**src/rtl/prog_load_ctrl_if.sv**
```systemverilog
// Host program-load port of prog_load_ctrl: start/length, valid/ready word stream, done pulse.
// PROG_LOAD_CHECKSUM_EN adds the host_chk input and the chk_sum/chk_err results.
interface prog_load_ctrl_if #(
  parameter int unsigned ADDR_W = 12,
  parameter int unsigned DATA_W = 3
);
  logic              host_start;
  logic [ADDR_W-1:0] host_len;
  logic              host_valid;
  logic [DATA_W-1:0] host_data;
  logic              host_ready;
  logic              host_done;
`ifdef PROG_LOAD_CHECKSUM_EN
  logic [ADDR_W-1:0] host_chk;
  logic [ADDR_W-1:0] chk_sum;
  logic              chk_err;
`endif

`ifdef PROG_LOAD_CHECKSUM_EN
  modport master (
    output host_start, host_len, host_valid, host_data, host_chk,
    input  host_ready, host_done, chk_sum, chk_err
  );
  modport slave (
    input  host_start, host_len, host_valid, host_data, host_chk,
    output host_ready, host_done, chk_sum, chk_err
  );
`else
  modport master (
    output host_start, host_len, host_valid, host_data,
    input  host_ready, host_done
  );
  modport slave (
    input  host_start, host_len, host_valid, host_data,
    output host_ready, host_done
  );
`endif
endinterface

```
**src/rtl/prog_load_ctrl.sv**
```systemverilog
// Run/load sequencer for the 3-bit Forth core: stalls the core, streams host words into RAM,
// then resets and releases the core. Optional checksum gate: PROG_LOAD_CHECKSUM_EN.
module prog_load_ctrl #(
  parameter int unsigned ADDR_W     = 12,
  parameter int unsigned DATA_W     = 3,
  parameter int unsigned START_ADDR = 0,
  parameter int unsigned RST_CYCLES = 2,
  parameter int unsigned BOOT_RUN   = 1
) (
  input  logic              clk,
  input  logic              rst_n,
  prog_load_ctrl_if.slave   host,
  input  logic              core_p,
  input  logic              core_halt,
  output logic              core_run_en,
  output logic              core_rst_n,
  output logic              mem_sel,
  output logic [ADDR_W-1:0] mem_addr,
  output logic [DATA_W-1:0] mem_wdata,
  output logic              mem_we,
  output logic              busy,
  output logic              halted
);

  typedef enum logic [2:0] {StIdle, StRun, StStall, StLoad, StRelease} state_e;

  localparam state_e            BootState = (BOOT_RUN != 0) ? StRun : StIdle;
  localparam logic [ADDR_W-1:0] StartAddr = ADDR_W'(START_ADDR);
  localparam logic [3:0]        RstLast   = 4'(RST_CYCLES - 1);

  state_e            state_q;
  logic [ADDR_W-1:0] len_q;
  logic [ADDR_W-1:0] cnt_q;
  logic [ADDR_W-1:0] cnt_inc;
  logic [3:0]        rst_cnt_q;
  logic              host_ready_q;
  logic              host_done_q;
  logic              accept;
  logic              last_word;
  logic              chk_ok;

  // host_ready_q is only ever set while in LOAD with mem_sel high
  assign accept    = host_ready_q & host.host_valid;
  assign cnt_inc   = cnt_q + ADDR_W'(1);
  assign last_word = (len_q == '0) | (accept & (cnt_inc == len_q));

  assign mem_we          = mem_sel & accept;
  assign mem_wdata       = host.host_data;
  assign host.host_ready = host_ready_q;
  assign host.host_done  = host_done_q;
  assign busy            = (state_q != StRun) && (state_q != StIdle);

`ifdef PROG_LOAD_CHECKSUM_EN
  logic [ADDR_W-1:0] chk_q;
  logic [ADDR_W-1:0] sum_q;
  logic [ADDR_W-1:0] sum_d;
  logic              chk_err_q;

  // Sum includes the word accepted on the final LOAD edge
  assign sum_d        = accept ? sum_q + ADDR_W'(host.host_data) : sum_q;
  assign chk_ok       = (sum_d == chk_q);
  assign host.chk_sum = sum_q;
  assign host.chk_err = chk_err_q;
`else
  assign chk_ok = 1'b1;
`endif

  always_ff @(posedge clk or negedge rst_n) begin
    if (!rst_n) begin
      state_q      <= BootState;
      core_run_en  <= (BOOT_RUN != 0);
      core_rst_n   <= 1'b1;
      mem_sel      <= 1'b0;
      host_ready_q <= 1'b0;
      host_done_q  <= 1'b0;
      halted       <= 1'b0;
      mem_addr     <= StartAddr;
      cnt_q        <= '0;
      len_q        <= '0;
      rst_cnt_q    <= '0;
`ifdef PROG_LOAD_CHECKSUM_EN
      chk_q        <= '0;
      sum_q        <= '0;
      chk_err_q    <= 1'b0;
`endif
    end else begin
      host_done_q <= 1'b0;
      unique case (state_q)
        StIdle: begin
          if (host.host_start) begin
            state_q      <= StLoad;
            mem_sel      <= 1'b1;
            host_ready_q <= (host.host_len != '0);
          end
        end
        StRun: begin
          if (host.host_start) begin
            state_q <= StStall;
          end else if (core_halt) begin
            state_q     <= StIdle;
            halted      <= 1'b1;
            core_run_en <= 1'b0;
          end
        end
        StStall: begin
          // core_p high means this cycle completes phase 2
          if (core_p) begin
            state_q      <= StLoad;
            core_run_en  <= 1'b0;
            mem_sel      <= 1'b1;
            host_ready_q <= (len_q != '0);
          end
        end
        StLoad: begin
          if (accept) begin
            mem_addr <= mem_addr + ADDR_W'(1);
            cnt_q    <= cnt_inc;
          end
`ifdef PROG_LOAD_CHECKSUM_EN
          sum_q <= sum_d;
`endif
          if (last_word) begin
            host_ready_q <= 1'b0;
            mem_sel      <= 1'b0;
            host_done_q  <= 1'b1;
            if (chk_ok) begin
              state_q    <= StRelease;
              core_rst_n <= 1'b0;
              rst_cnt_q  <= '0;
              halted     <= 1'b0;
            end else begin
              state_q <= StIdle;
`ifdef PROG_LOAD_CHECKSUM_EN
              chk_err_q <= 1'b1;
`endif
            end
          end
        end
        StRelease: begin
          if (rst_cnt_q == RstLast) begin
            core_rst_n  <= 1'b1;
            core_run_en <= 1'b1;
            state_q     <= StRun;
          end else begin
            rst_cnt_q <= rst_cnt_q + 4'd1;
          end
        end
        default: state_q <= BootState;
      endcase

      // Session start is accepted only from RUN or IDLE
      if ((state_q == StRun || state_q == StIdle) && host.host_start) begin
        len_q    <= host.host_len;
        cnt_q    <= '0;
        mem_addr <= StartAddr;
`ifdef PROG_LOAD_CHECKSUM_EN
        chk_q     <= host.host_chk;
        sum_q     <= '0;
        chk_err_q <= 1'b0;
`endif
      end
    end
  end

endmodule

```
**src/flat_wrapper.sv**
```systemverilog
// flat-port wrapper written by rule: the top's interface ports become plain ports
module prog_load_ctrl_flat 
#(
  parameter int unsigned ADDR_W     = 12,
  parameter int unsigned DATA_W     = 3,
  parameter int unsigned START_ADDR = 0,
  parameter int unsigned RST_CYCLES = 2,
  parameter int unsigned BOOT_RUN   = 1
)
  (clk, rst_n, core_p, core_halt, core_run_en, core_rst_n, mem_sel, mem_addr, mem_wdata, mem_we, busy, halted, host_host_start, host_host_len, host_host_valid, host_host_data, host_host_ready, host_host_done);
  prog_load_ctrl_if #(.ADDR_W(ADDR_W), .DATA_W(DATA_W)) host_i ();
  input  logic clk;
  input  logic rst_n;
  input  logic core_p;
  input  logic core_halt;
  output logic core_run_en;
  output logic core_rst_n;
  output logic mem_sel;
  output logic [ADDR_W-1:0] mem_addr;
  output logic [DATA_W-1:0] mem_wdata;
  output logic mem_we;
  output logic busy;
  output logic halted;
  input wire logic [$bits(host_i.host_start)-1:0] host_host_start;
  input wire logic [$bits(host_i.host_len)-1:0] host_host_len;
  input wire logic [$bits(host_i.host_valid)-1:0] host_host_valid;
  input wire logic [$bits(host_i.host_data)-1:0] host_host_data;
  output wire logic [$bits(host_i.host_ready)-1:0] host_host_ready;
  output wire logic [$bits(host_i.host_done)-1:0] host_host_done;
  assign host_i.host_start = host_host_start;
  assign host_i.host_len = host_host_len;
  assign host_i.host_valid = host_host_valid;
  assign host_i.host_data = host_host_data;
  assign host_host_ready = host_i.host_ready;
  assign host_host_done = host_i.host_done;
  prog_load_ctrl #(.ADDR_W(ADDR_W), .DATA_W(DATA_W), .START_ADDR(START_ADDR), .RST_CYCLES(RST_CYCLES), .BOOT_RUN(BOOT_RUN)) u_core (.clk(clk), .rst_n(rst_n), .host(host_i), .core_p(core_p), .core_halt(core_halt), .core_run_en(core_run_en), .core_rst_n(core_rst_n), .mem_sel(mem_sel), .mem_addr(mem_addr), .mem_wdata(mem_wdata), .mem_we(mem_we), .busy(busy), .halted(halted));
endmodule
```
**config.mk**
```make
export PLATFORM = sky130hd
export DESIGN_NAME = prog_load_ctrl_flat
export DESIGN_NICKNAME = d
export VERILOG_FILES = /design/src/rtl/prog_load_ctrl_if.sv /design/src/rtl/prog_load_ctrl.sv /design/src/flat_wrapper.sv
export SDC_FILE = /design/constraint.sdc
export NUM_CORES = 1
export LEC_CHECK = 0
export CORE_MARGIN = 2
export CORE_UTILIZATION = 54
export DETAILED_ROUTE_END_ITERATION = 10
export PLACE_DENSITY = 0.86
export SKIP_LAST_GASP = 1
export SLEW_MARGIN = 20
export SYNTH_ARGS = -nofsm -noshare
export SYNTH_HDL_FRONTEND = slang
export SYNTH_SLANG_ARGS = --single-unit
```
**constraint.sdc**
```tcl
create_clock -name clk -period 2.5 [get_ports clk]
set_input_delay 0.5 -clock clk [delete_from_list [all_inputs] [get_ports clk]]
set_output_delay 0.5 -clock clk [all_outputs]
set_load 0.05 [all_outputs]
```
== Yosys cells after proc, flatten, opt, wreduce, memory -nomap -nowiden ==
Cells that the tools add are included.

* Bitwise logic cells: 4
* Mux-type cells: 34
* Reductions and logical operators: 21
* $add $sub $neg: 3
* Eq/ne operators: 15

{| class="wikitable"
|+ Operator list
! cell !! count
|-
| two-way mux 12 bit || 6
|-
| adder 12 x 1 -> 12 bit (second input constant) || 2
|-
| nonzero test 12 bit || 2
|-
| two-way mux 3 bit || 6
|-
| case mux 3 bit (5 select lines) || 1
|-
| two-way mux 1 bit || 13
|-
| == test 12 bit || 1
|-
| zero test 12 bit || 1
|-
| != test 2 bit (second input constant) || 5
|-
| AND reduction 5 bit || 2
|-
| case mux 1 bit (3 select lines) || 3
|-
| nonzero test 3 bit || 3
|-
| two-way mux 4 bit || 2
|-
| case mux 4 bit (2 select lines) || 1
|-
| AND reduction 4 bit || 2
|-
| nonzero test 2 bit || 4
|-
| == test 3 x 2 -> 1 bit (second input constant) || 2
|-
| AND reduction 3 bit || 2
|-
| adder 4 x 1 -> 4 bit (second input constant) || 1
|-
| == test 4 x 1 -> 1 bit (second input constant) || 1
|-
| != test 2 x 1 -> 1 bit (second input constant) || 2
|-
| case mux 1 bit (2 select lines) || 2
|-
| AND 1 bit || 3
|-
| == test 3 x 1 -> 1 bit (second input constant) || 1
|-
| other kinds (8) || 9
|}

* Bits of input ports: 21
* Word-level logic and storage cells: 88
* Register bits: 49
* Output and inout bits: 23

== Longest topological paths before layout ==
* Depth after elaboration: 6
* Depth in mapped cells: 8
* Mapped depth without buffers: 7

== Worst setup path before layout ==
No wires, ideal clock.

* Path kind: register to register
* From: register u_core.cnt_q[0]
* To: register u_core.host_ready_q, in the netlist u_core.host.host_ready
* Period minus slack after synthesis: 2,299 ps
* Setup slack: 201 ps
* Cell stages (with the launch flop): 8
* Arrival: 2,174 ps
* Required time: 2,375 ps
* Cells stage by stage: dfrtp_1 > ha_1 > nand3_4 > o21ba_1 > a2111o_1 > a2111o_1 > o32a_1 > mux2_4

* Word-level cells in the longest chain between the ends: 6

{| class="wikitable"
|+ Ends and longest elaborated chain
! what !! line !! text
|-
| start: declaration || prog_load_ctrl.sv:33 || <nowiki>logic [ADDR_W-1:0] cnt_q;</nowiki>
|-
| start signal: assignment || prog_load_ctrl.sv:117 || <nowiki>cnt_q <= cnt_inc;</nowiki>
|-
| adder 12 x 1 -> 12 bit || prog_load_ctrl.sv:44 || <nowiki>assign cnt_inc = cnt_q + ADDR_W'(1);</nowiki>
|-
| == test 12 bit || prog_load_ctrl.sv:45 || <nowiki>assign last_word = (len_q == '0) | (accept & (cnt_inc == len_q));</nowiki>
|-
| AND 1 bit || prog_load_ctrl.sv:45 ||
|-
| bitwise OR 1 bit || prog_load_ctrl.sv:45 ||
|-
| != test 2 x 1 -> 1 bit (no line) || n/a ||
|-
| AND reduction 4 bit (no line) || n/a ||
|-
| end signal: assignment || prog_load_ctrl.sv:93 || <nowiki>host_ready_q <= (host.host_len != '0);</nowiki>
|-
| end signal: assignment || prog_load_ctrl.sv:111 || <nowiki>host_ready_q <= (len_q != '0);</nowiki>
|-
| end: declaration || prog_load_ctrl.sv:36 || <nowiki>logic host_ready_q;</nowiki>
|}

No other way between the ends.
A chain may end at the register's enable or synchronous reset.

== Worst setup path in the final report ==
Ends and elaborated chain as after synthesis.

==> impl_metrics.ini <==
[worst_setup_path]
cp_max_fo = 8
startpoint_type = register
worst_ep_required_time_ns = 2.70
endpoint_kind = register
crit_type = reg -> reg
arrival_ns = 2.62

[floorplanning]
core_area_sq_um = 5110
die-height_microns = 76.8
initial_core_util_pct = 56.0
rows = 26
die_w_microns = 76.8
ios = 44
die_area_sq_um = 5890

[global_route]
grt_pass1_vias = 2459
grt_max_degree = 50
antenna_found_initial = 0
grt_pass1_wl_mm = 11.5
overflow = 0
grt_usage_pct = 24.0

[timing]
grt_setup_unrepaired = true
max_freq_mhz = 414
fin_crit_sh_pct = 96.6
hold_violations = 0
slew_viol_final = 0
setup_viol = 0
finClkSkew_ns = 0.0114
period_needed_ns = 2.41
tns_ns = 0
worst_pin_slew_ns = 0.626
slew_headroom_pct = 58.3

[yosys]
synthCells = 332
yosys_most_used_dff = dfrtp_1
synth.avg_cell_area_sq_um = 8.61
syn_area_sq_um = 2860
synth_nets = 358
synth.yosys.seq_area_share_pct = 43.0
yosys_warnings = 0
synth-async-reset-ratio_pct = 100
synth_edf_count = 0
ys_seq_elements = 49
ys_types = 52

[routing]
drt_wl_total_mm = 6.60
top_layer = met4
route.met2.wl_mm = 3.22
drt-pass1-iter-count = 4
wl_per_cell_microns = 15.1
vias = 2559
wl_met1_mm = 3.00
drt-initial-drc-count = 199
vias_per_cell = 5.86
antenna_left = 0
drc = 0
route.met3.wl_microns = 279

[power]
power_density_nw_per_um2 = 919
leakage_nw = 1.47
vdd.ir_drop.worst_v = 0.000553

[layout]
layout.cells.non_filler = 437
final_common_cell = nand2_1
nets = 392
fin_area_sq_um = 3370
layout_common_cells = nand2_1, dfrtp_1, clkdlybuf4s50_1
area_delta_synth_final_pct = 18.0
diodes = 0
drive_above_1_share_pct = 8.45

[cts]
cts_tree = done
clockBufferDepth = 2
root_buffer = clkbuf_8
cts-htree-levels = 2
cts_buffers = 5
clkTransAtPathRegs_ns = 0.09
cts_hold_buffers = 0
numClockSinks = 49
clk_latency_ns = 0.31

[worst_hold_path]
hold_class = in -> async

[placed_design]
dp.cells = 429
place_congestion = 0.870
hpwl_mm = 4.63
dpl-instance-area_sq_um = 3290
port_buffers = 37

[job]
cap_violations = 0

[run_status]
status = finished, final reports clean
-- worst max-delay path: stages (launching register included) --
cell	delay, ns
dfrtp_1	0.49
ha_1	0.26
nand3_4	0.14
o21ba_1	0.23
a2111o_1	0.40
a2111o_1	0.28
o32a_1	0.20
mux2_4	0.31
-- layout make-up --
cell class | count | area (sq um)
Clock buffer | 7 | 76.3
Clock inverter | 1 | 7.51
Timing Repair Buffer | 49 | 468
Fill cell | 430 | 1730
Sequential cell | 49 | 1230
Tap cell | 70 | 87.6
Multi-Input combinational cell | 252 | 1470
Inverter | 9 | 33.8
-- sequential cells by signal, summed over array words and instances, names as in the netlist --
register	flops
u_core.cnt_q	12
u_core.core_rst_n	1
u_core.core_run_en	1
u_core.halted	1
u_core.host.host_done	1
u_core.host.host_ready	1
u_core.len_q	12
u_core.mem_addr	12
u_core.mem_sel	1
u_core.rst_cnt_q	4
u_core.state_q	3
-- cells in the mapped netlist, types with 3 or more instances --
master / count / area share, %
xnor2_1: 9 / 2.8
or3_1: 7 / 1.5
and3_1: 5 / 1.1
clkbuf_1: 11 / 1.4
a21oi_1: 20 / 3.5
dfstp_2: 3 / 2.8
xor2_1: 11 / 3.4
a31oi_1: 3 / 0.66
dfrtp_1: 46 / 40
or2_2: 4 / 0.88
nor3_1: 3 / 0.53
ha_1: 5 / 2.2
o31ai_1: 4 / 1.1
buf_2: 3 / 0.53
nor4_1: 7 / 1.5
nand3_1: 14 / 2.5
nor2b_1: 3 / 0.66
buf_4: 6 / 1.6
inv_1: 9 / 1.2
o21ai_0: 26 / 4.6
and2_1: 7 / 1.5
nor2_1: 24 / 3.2
nand4_1: 10 / 2.2
nand2_1: 59 / 7.7
-- path summary, 6_finish.rpt --
path	slack, ns	depth (start not counted)	start	end
worst max-delay path	0.09	7	u_core.cnt_q[0]	u_core.host.host_ready
worst min-delay path	0.29	2	rst_n	u_core.len_q[5]
worst max register to register	0.09	7	u_core.cnt_q[0]	u_core.host.host_ready
worst min register to register	0.51	1	u_core.cnt_q[11]	u_core.cnt_q[11]
max in group asynchronous	1.79	2	rst_n	u_core.mem_sel
min in group clk	0.51	1	u_core.cnt_q[11]	u_core.cnt_q[11]
-- where the power goes --
group,internal (mW),switching [mW]
Combinational,0.560,0.789
Sequential,1.01,0.285
Clock,0.198,0.264
Total,1.76,1.34
-- stage by stage --
| stage | setup slack, ns | utilization (%) | hold WS [ns] | power, mW |
|---|---|---|---|---|
| floorplan | 0.201 | - | 0.204 | 2.23 |
| global placement | 0.0841 | 64.4 | 0.491 | 2.58 |
| detailed placement | 0.0405 | 64.4 | 0.502 | 2.63 |
| CTS | 0.0487 | 66.0 | 0.309 | 3.10 |
| global route | -0.0305 | 66.1 | 0.350 | 3.31 |
| finish | 0.0855 | 66.1 | 0.288 | 3.10 |
-- cell families after synthesis --
group / Yosys count / synth area share [%]
flip-flops: 49 / 43.0
adder cells (fa/ha/maj): 5 / 2.19
buffers and inverters: 31 / 5.51
XOR/XNOR: 20 / 6.13
multiplexers: 2 / 0.875
AND/OR/NAND/NOR: 152 / 26.1
AO/OA/AOI/OAI: 73 / 16.1
-- repair_timing --
action,CTS,global route
setup endpoints to repair,0,2
setup buffers,0,0
resized for setup,0,2
-- routing by layer --
metal	vias up	global-route usage, %
li1	1230	-
met1	1245	32.6
met2	74	39.1
met3	10	4.24
met4	0	7.82
met5	-	0
(Power assumes the default switching activity.)
